### src/rtl/pipe_pkg.sv
// -----------------------------------------------------------------------------
// pipe_pkg
// Shared definitions for the elastic inter-stage pipeline registers.
//   - Stage bundle field widths and the derived IF/ID payload width.
//   - Occupancy state encoding of the skid-buffered stage.
//   - pack_fd(): builds the IF/ID bundle {JAL, target, pred, PC+4, instr},
//     MSB to LSB.
// -----------------------------------------------------------------------------
package pipe_pkg;

  localparam int INSTR_W   = 32;
  localparam int PC_W      = 32;
  localparam int PRED_W    = 6;
  localparam int TGT_W     = 32;
  localparam int FD_DATA_W = 1 + TGT_W + PRED_W + PC_W + INSTR_W;

  // Encoding equals the number of held entries, so it doubles as occupancy.
  typedef enum logic [1:0] {
    ST_EMPTY = 2'd0,
    ST_ONE   = 2'd1,
    ST_TWO   = 2'd2
  } occ_state_e;

  function automatic logic [FD_DATA_W-1:0] pack_fd(
    input logic              jal,
    input logic [TGT_W-1:0]   target,
    input logic [PRED_W-1:0]  pred,
    input logic [PC_W-1:0]    pc4,
    input logic [INSTR_W-1:0] instr
  );
    return {jal, target, pred, pc4, instr};
  endfunction

endpackage

### src/rtl/pipe_sat_counter.sv
// -----------------------------------------------------------------------------
// pipe_sat_counter
// Saturating up-counter with synchronous active-high reset.
//   CLK   in   clock, rising edge
//   RST   in   synchronous reset, clears count
//   inc   in   increment request; ignored once count is all-ones
//   count out  current value
// -----------------------------------------------------------------------------
module pipe_sat_counter #(
  parameter int W = 16
) (
  input  logic         CLK,
  input  logic         RST,
  input  logic         inc,
  output logic [W-1:0] count
);

  always_ff @(posedge CLK) begin
    if (RST) begin
      count <= '0;
    end else if (inc && (count != {W{1'b1}})) begin
      count <= count + 1'b1;
    end
  end

endmodule

### src/rtl/pipe_stage_elastic.sv
// -----------------------------------------------------------------------------
// pipe_stage_elastic
// Inter-stage pipeline register with valid/ready handshake and flush.
//
// Handshake: a beat moves when valid and ready are both high at a rising
// edge. in_valid/in_data must be held by the producer until accepted;
// out_valid/out_data are held stable by this stage while out_ready is low.
// flush kills every held entry and this cycle's input; RST beats flush.
//
// Ports:
//   CLK, RST              clock, synchronous active-high reset
//   flush                 synchronous kill of held entries and current input
//   in_valid/in_ready     upstream handshake (in_ready registered when SKID=1)
//   in_data   [DATA_W]    upstream payload
//   out_valid/out_ready   downstream handshake
//   out_data  [DATA_W]    payload, straight from a register
//   occupancy [2]         entries held; equals the FSM state when SKID=1
// Optional (macro PIPE_STAGE_PERF_EN):
//   stall_cnt [32]        cycles with out_valid & !out_ready (saturating)
//   flush_cnt [16]        flushes that killed at least one entry (saturating)
// -----------------------------------------------------------------------------
module pipe_stage_elastic
  import pipe_pkg::*;
#(
  parameter int DATA_W   = FD_DATA_W,
  parameter int SKID     = 1,
  parameter int CLR_ZERO = 1
) (
  input  logic              CLK,
  input  logic              RST,
  input  logic              flush,
  input  logic              in_valid,
  output logic              in_ready,
  input  logic [DATA_W-1:0] in_data,
  output logic              out_valid,
  input  logic              out_ready,
  output logic [DATA_W-1:0] out_data,
  output logic [1:0]        occupancy
`ifdef PIPE_STAGE_PERF_EN
  ,
  output logic [31:0]       stall_cnt,
  output logic [15:0]       flush_cnt
`endif
);

  generate
    if (SKID == 0) begin : g_single
      logic              valid_q;
      logic [DATA_W-1:0] data_q;
      logic              xfer_in;
      logic              xfer_out;

      // Combinational ready: a slot frees up in the same cycle it drains.
      assign in_ready  = out_ready | ~valid_q;
      assign xfer_in   = in_valid & in_ready & ~flush;
      assign xfer_out  = valid_q & out_ready;
      assign out_valid = valid_q;
      assign out_data  = data_q;
      assign occupancy = {1'b0, valid_q};

      always_ff @(posedge CLK) begin
        if (RST) begin
          valid_q <= 1'b0;
          data_q  <= '0;
        end else if (flush) begin
          valid_q <= 1'b0;
          if (CLR_ZERO != 0) data_q <= '0;
        end else if (xfer_in) begin
          valid_q <= 1'b1;
          data_q  <= in_data;
        end else if (xfer_out) begin
          valid_q <= 1'b0;
        end
      end
    end else begin : g_skid
      occ_state_e        state_q, state_d;
      logic [DATA_W-1:0] main_q, main_d;
      logic [DATA_W-1:0] skid_q, skid_d;
      logic              xfer_in;
      logic              xfer_out;

      // Ready depends only on the state register: no downstream-to-upstream
      // combinational path.
      assign in_ready  = (state_q != ST_TWO);
      assign out_valid = (state_q != ST_EMPTY);
      assign out_data  = main_q;
      assign occupancy = state_q;
      assign xfer_in   = in_valid & in_ready & ~flush;
      assign xfer_out  = out_valid & out_ready;

      always_comb begin
        state_d = state_q;
        main_d  = main_q;
        skid_d  = skid_q;
        if (flush) begin
          state_d = ST_EMPTY;
          if (CLR_ZERO != 0) begin
            main_d = '0;
            skid_d = '0;
          end
        end else begin
          unique case (state_q)
            ST_EMPTY: begin
              if (xfer_in) begin
                state_d = ST_ONE;
                main_d  = in_data;
              end
            end
            ST_ONE: begin
              if (xfer_in && xfer_out) begin
                main_d = in_data;
              end else if (xfer_in) begin
                // Main is stalled; park the newcomer behind it.
                state_d = ST_TWO;
                skid_d  = in_data;
              end else if (xfer_out) begin
                state_d = ST_EMPTY;
              end
            end
            ST_TWO: begin
              if (xfer_out) begin
                state_d = ST_ONE;
                main_d  = skid_q;
              end
            end
            default: state_d = ST_EMPTY;
          endcase
        end
      end

      always_ff @(posedge CLK) begin
        if (RST) begin
          state_q <= ST_EMPTY;
          main_q  <= '0;
          skid_q  <= '0;
        end else begin
          state_q <= state_d;
          main_q  <= main_d;
          skid_q  <= skid_d;
        end
      end

      // Skid valid without main valid has no encoding; catch corruption.
      a_legal_state: assert property (@(posedge CLK) disable iff (RST)
        state_q inside {ST_EMPTY, ST_ONE, ST_TWO});
    end
  endgenerate

  // A stalled live entry must stay put until consumed or flushed.
  a_stall_stable: assert property (@(posedge CLK) disable iff (RST)
    (out_valid && !out_ready && !flush) |=> (out_valid && $stable(out_data)));

`ifdef PIPE_STAGE_PERF_EN
  pipe_sat_counter #(.W(32)) u_stall_cnt (
    .CLK   (CLK),
    .RST   (RST),
    .inc   (out_valid & ~out_ready),
    .count (stall_cnt)
  );

  pipe_sat_counter #(.W(16)) u_flush_cnt (
    .CLK   (CLK),
    .RST   (RST),
    .inc   (flush & (occupancy != 2'd0)),
    .count (flush_cnt)
  );
`endif

endmodule

### config.mk
export PLATFORM = sky130hd
export DESIGN_NAME = pipe_stage_elastic
export DESIGN_NICKNAME = d
export VERILOG_FILES = /design/src/rtl/pipe_pkg.sv /design/src/rtl/pipe_sat_counter.sv /design/src/rtl/pipe_stage_elastic.sv
export SDC_FILE = /design/constraint.sdc
export NUM_CORES = 1
export LEC_CHECK = 0
export ABC_AREA = 1
export CAP_MARGIN = 15
export CORE_MARGIN = 10
export CORE_UTILIZATION = 40
export DETAILED_ROUTE_END_ITERATION = 10
export PLACE_DENSITY_LB_ADDON = 0.15
export RECOVER_POWER = 25
export SLEW_MARGIN = 0
export SYNTH_ARGS = -nofsm -noshare
export SYNTH_HDL_FRONTEND = slang
export SYNTH_SLANG_ARGS = --single-unit
### constraint.sdc
create_clock -name CLK -period 3.5 [get_ports CLK]
set_clock_uncertainty 0.05 [all_clocks]
set_input_delay 0.7 -clock CLK [delete_from_list [all_inputs] [get_ports CLK]]
set_output_delay 0.7 -clock CLK [all_outputs]
set_load 0.01 [all_outputs]
==> metrics.cfg, run 1 <==
[sta]
setup_viol=0
drv_slew=0
max_freq_mhz=340
tightest_slew_ns=1.13
finalHoldViolCount=0
fin_crit_sh_pct=84.1
fin_ws_ns=0.557
maxSlewHeadroom_pct=24.5
setup_tns_ns=0
fin_crit_ns=2.94
rsz0062_at_grt=false

[worst_setup_path]
worstSetupStartpointType=flop
critPathRequiredTime_ns=2.75
path_cells=buf_4 -> clkdlybuf4s50_1
r2r_start=occupancy[1]
slowest_stage=clkdlybuf4s50_1
arrival_ns=2.19
reg2regPathDepth=6
path_class=reg -> out
cp-end-kind=output port
worst-path-max-fanout=55
reg2reg_to=g_skid.skid_q[54]
r2r_setup_slack_ns=0.86
crit_family=buffers and inverters
crit_cells=2
slowest_delay_ns=0.68
path_buf_inv=2

[grt]
grt_pass1_vias=8476
grt_use_total_pct=17.6
antenna_found_initial=1
overflow=0
grt_max_degree=108
grt_pass1_wl_um=43700

[die]
die_y_um=172
start_util_pct=40.8
die_w_um=172
ios=215
num_rows=55
fp.dieArea_mm2=0.0297
core_area_mm2=0.0227

[clock_tree]
cts_buffers=24
cts_hold_buf=0
cts_root_buf=clkbuf_16
insertion_delay_ns=0.50
post_cts_buffers=0
cts_tree=built
cts.sinks=208
htree_levels=1
ctsResizeCount=0
clkSlewWorstSetupHoldPaths_ns=0.06
cts_max_path_buffers=3

[drt]
vias=8876
wire_per_inst_um=13.9
dr.pass1.iters=5
via_per_inst=4.63
drt-total-wl_um=26700
first_iter_violations=704
final_antenna_net_count=0
drc_errors=0

[synth]
syn_inst=1462
synthMostInstantiatedCell=nand2_1
ys_top_cells_by_area=dfxtp_1 (45%), nand2_1 (17%), nor2_1 (17%)
yosysSeqAreaShare_pct=44.9
ys_warn_count=0
synth_top_area_share_pct=44.9
avgSynthCellArea_um2=6.35
yosys_register_bits=208
synth_area_leader_cell=dfxtp_1
synth_ff_type=dfxtp_1
ys_types=17
syn_area_mm2=0.00928
synth_edf_count=0
synth_common_cells=nand2_1 (416), nor2_1 (414), dfxtp_1 (208)
ys_async_sr_fraction_pct=0
syn_nets=1570

[final_layout]
drive_gt1_share_pct=3.37
syn_to_final_growth_pct=31.8
fillers=2293
finish.net_count=1723
seqCellArea_mm2=0.00416
multi_input_comb_area_mm2=0.00423

[hold_path]
worstHoldStart=g_skid.skid_q[82]
hold_class=reg -> reg
worstHoldEndpoint=g_skid.skid_q[82]
hold_depth=2

[power_and_ir_drop]
p_leak_uw=0.00542
switchingPower_uw=1260
peakVddDrop_mv=0.249
p_per_area_mw_per_mm2=438
swShare_pct=23.5
combPwrFrac_pct=10.5
pwr-share-seq_pct=45.5
p_int_uw=4100
clkPwrFrac_pct=44.0

[placement]
portBuffers=214
dpl.hpwl_um=16100
dp_worst_setup_slack_ns=1.05
gp_congestion=0.746

[run_status]
status=complete, no violations

[flow_run]
max_cap_viol_count=0

==> tightest hold or removal path, stage by stage, from the launching register on <==
cell	delay, ns
dfxtp_1	0.32
nor2_1	0.05
nor2_1	0.08
==> worst max-delay path by stage <==
stage	startpoint	to
2_1_floorplan	occupancy[1]	in_ready
3_3_place_gp	flush	out_data[70]
3_5_place_dp	flush	out_data[1]
4_1_cts	occupancy[1]	occupancy[1]
5_1_grt	occupancy[1]	occupancy[1]
6_report	occupancy[1]	occupancy[1]
==> metrics by stage <==
step                cell area (um2)  util, %  hold slack [ns]  total power, uW  std cells
finish                        12200     53.8            0.429             5360       1916
global placement              11500     50.6            0.412             3050       1874
floorplan                      9280        -            0.406             2770       1462
detailed placement            11500     50.6            0.422             3050       1874
global route                  12200     53.8            0.451             5610       1915
CTS                           12200     53.9            0.435             5430       1915
==> cells in the final DEF (no fill, tap or decap), drive strengths merged <==
master,Yosys,layout
nand2,419,419
nor2,415,415
clkdlybuf4s50,0,214
dfxtp,208,208
inv,109,108
nand3,106,106
o21ai,103,103
clkbuf,40,39
buf,60,12
clkinv,0,4
a21oi,2,2
diode,0,1
==> metal layers <==
| metal | global-route usage [%] | vias up | wire [um] |
|---|---|---|---|
| li1 | - | 4730 | - |
| met1 | 22.4 | 3913 | 12000 |
| met2 | 29.4 | 202 | 12300 |
| met3 | 4.97 | 31 | 2080 |
| met4 | 3.15 | 0 | 245 |
| met5 | 0 | - | 0 |
==> power by group through the flow <==
stage | Combinational, uW | Clock [uW] | Sequential, uW
2_1_floorplan | 261 | 0 | 2510
3_3_place_gp | 560 | 0 | 2490
3_5_place_dp | 561 | 0 | 2490
4_1_cts | 565 | 2430 | 2440
5_1_grt | 632 | 2540 | 2440
6_report | 561 | 2360 | 2440
==> cell families (layout without fill, tap and decap cells) <==
group / after synthesis / in the layout / synth area share [%]
and+or+nand+nor: 940 / 940 / 39.7
DFF: 208 / 208 / 44.9
other: 0 / 1 / 0
buffers and inverters: 209 / 377 / 9.74
AOI/OAI and AO/OA: 105 / 105 / 5.66
==> state kept, by name, indices dropped and copies added (netlist names) <==
| name | cells |
|---|---|
| occupancy | 2 |
| g_skid.skid_q | 103 |
| out_data | 103 |
==> final cells by class <==
cell class / count / share of cell area (%)
Tap cell: 285 / 2.92
Sequential cell: 208 / 34.1
Clock buffer: 38 / 5.93
Timing Repair Buffer: 227 / 18.9
Inverter: 109 / 3.37
Antenna cell: 1 / 0.0205
Multi-Input combinational cell: 1045 / 34.6
Clock inverter: 3 / 0.174
(Power assumes the default switching activity.)
==> inputs of run 2 (changes only) <==
- clock period: 3.5 -> 2.73 ns (I/O delays scaled with it)
==> metrics.cfg, run 2 (synthesis gave the netlist of run 1 again) <==
[grt]
grt_pass1_wl_um=43300  ; -0.77%
grt_max_degree=114  ; +5.6%
grt_pass1_vias=8459  ; -0.20%
grt_use_total_pct=17.7  ; about the same
overflow=0  ; unchanged
antenna_found_initial=1  ; unchanged

[clock_tree]
insertion_delay_ns=0.51  ; about the same
cts_tree=built
cts_root_buf=clkbuf_16
cts_max_path_buffers=3  ; unchanged
post_cts_buffers=0  ; unchanged
cts_hold_buf=0  ; unchanged
htree_levels=1  ; unchanged
cts.sinks=208  ; unchanged
cts_buffers=24  ; unchanged
ctsResizeCount=0  ; unchanged
clkSlewWorstSetupHoldPaths_ns=0.06  ; about the same

[placement]
placed_area_mm2=0.0115  ; +0.35%
dpl.hpwl_um=16200  ; +0.43%
gp_congestion=0.740  ; -0.74%
portBuffers=214  ; unchanged
dp.cells=1876  ; +0.11%

[flow_run]
max_cap_viol_count=0  ; unchanged

[die]
fp.dieArea_mm2=0.0297  ; unchanged
num_rows=55  ; unchanged
ios=215  ; unchanged
start_util_pct=40.8  ; unchanged
die_w_um=172  ; unchanged
die_y_um=172  ; unchanged
core_area_mm2=0.0227  ; unchanged

[drt]
drc_errors=0  ; unchanged
wire_per_inst_um=14.1  ; +0.84%
drt-total-wl_um=27000  ; +1.1%
vias=8909  ; +0.37%
final_antenna_net_count=0  ; unchanged
first_iter_violations=719  ; +2.1%
dr.pass1.iters=5  ; unchanged
via_per_inst=4.64  ; +0.16%

[sta]
setup_viol=0  ; unchanged
max_freq_mhz=399
maxSlewHeadroom_pct=46.7  ; +22 points
fin_crit_sh_pct=91.7
rsz0062_at_grt=false
fin_crit_ns=2.50
finalHoldViolCount=0  ; unchanged
tightest_slew_ns=0.800  ; -0.333 ns
drv_slew=0  ; unchanged
setup_tns_ns=0  ; unchanged

[worst_setup_path]
worst-path-max-fanout=20  ; -64%
worstSetupStartpointType=flop
arrival_ns=1.91  ; -0.28 ns
path_class=reg -> out
slowest_stage=clkdlybuf4s50_1
path_buf_inv=2  ; unchanged
crit_family=buffers and inverters
path_cells=buf_4 -> clkdlybuf4s50_1
critPathRequiredTime_ns=2.13  ; -0.62 ns
cp-end-kind=output port
slowest_delay_ns=0.60  ; -0.08 ns

[power_and_ir_drop]
p_per_area_mw_per_mm2=563  ; +28%
p_leak_uw=0.00566  ; +4.5%
peakVddDrop_mv=0.326  ; +31%

[final_layout]
drive_gt1_share_pct=3.86  ; +0.48 points
seqCellArea_mm2=0.00417  ; about the same
fin_area_mm2=0.0123  ; +0.83%
multi_input_comb_area_mm2=0.00423  ; unchanged
mostFrequentLayoutCells=nand2_1 (415), nor2_1 (414), dfxtp_1 (207)
syn_to_final_growth_pct=32.8
fillers=2206  ; -3.8%
finish.net_count=1726  ; +0.17%
mostFrequentLayoutCell=nand2_1
fin_cells=1920  ; +0.21%

[run_status]
status=complete, no violations

[hold_path]
hold_class=reg -> reg

==> run 2: layout make-up <==
cell class | count | area share [%]
Antenna cell | 1 | 0.0203
Sequential cell | 208 | 33.8
Inverter | 109 | 3.34
Tap cell | 285 | 2.89
Timing Repair Buffer | 230 | 19.4
Clock inverter | 5 | 0.203
Multi-Input combinational cell | 1045 | 34.3
Clock buffer | 37 | 6.01
==> run 2: per-stage QoR <==
| stage | hold slack (ns) | total power (uW) | worst slack (ns) | utilization [%] |
|---|---|---|---|---|
| 3_5_place_dp | 0.423 | 3910 | 0.359 | 50.8 |
| 2_1_floorplan | 0.406 | 3550 | 1.22 | - |
| 5_1_grt | 0.449 | 7250 | 0.166 | 54.3 |
| 3_3_place_gp | 0.412 | 3910 | 0.362 | 50.8 |
| 4_1_cts | 0.436 | 7050 | 0.196 | 54.1 |
| 6_report | 0.431 | 6940 | 0.226 | 54.3 |
==> run 2: tightest hold or removal path, delay by kind of cell, from the launching register on <==
family        cells  cell delay, ns
simple gates      2            0.13
flops             1            0.32
==> run 2: power by group <==
part / internal, uW / switching [uW] / total, uW
combinational: 340 / 369 / 709
sequential: 3090 / 28.9 / 3120
clock: 1850 / 1250 / 3110
total: 5290 / 1650 / 6940
==> run 2: worst paths after layout <==
check                    start           endpoint  slack [ns]  cells past startpoint
max               occupancy[1]       occupancy[1]        0.23                      2
min          g_skid.skid_q[89]  g_skid.skid_q[89]        0.43                      2
max reg2reg       occupancy[0]  g_skid.skid_q[87]        0.40                      8
min reg2reg  g_skid.skid_q[89]  g_skid.skid_q[89]        0.43                      2
==> run 2: layer usage <==
| layer | track usage, % | up-vias | part of all wire, % |
|---|---|---|---|
| met5 | 0 | - | 0 |
| met4 | 3.49 | 0 | 1.2 |
| met3 | 5.18 | 26 | 7.9 |
| met2 | 29.5 | 201 | 46 |
| met1 | 22.1 | 3941 | 45 |
| li1 | - | 4741 | - |
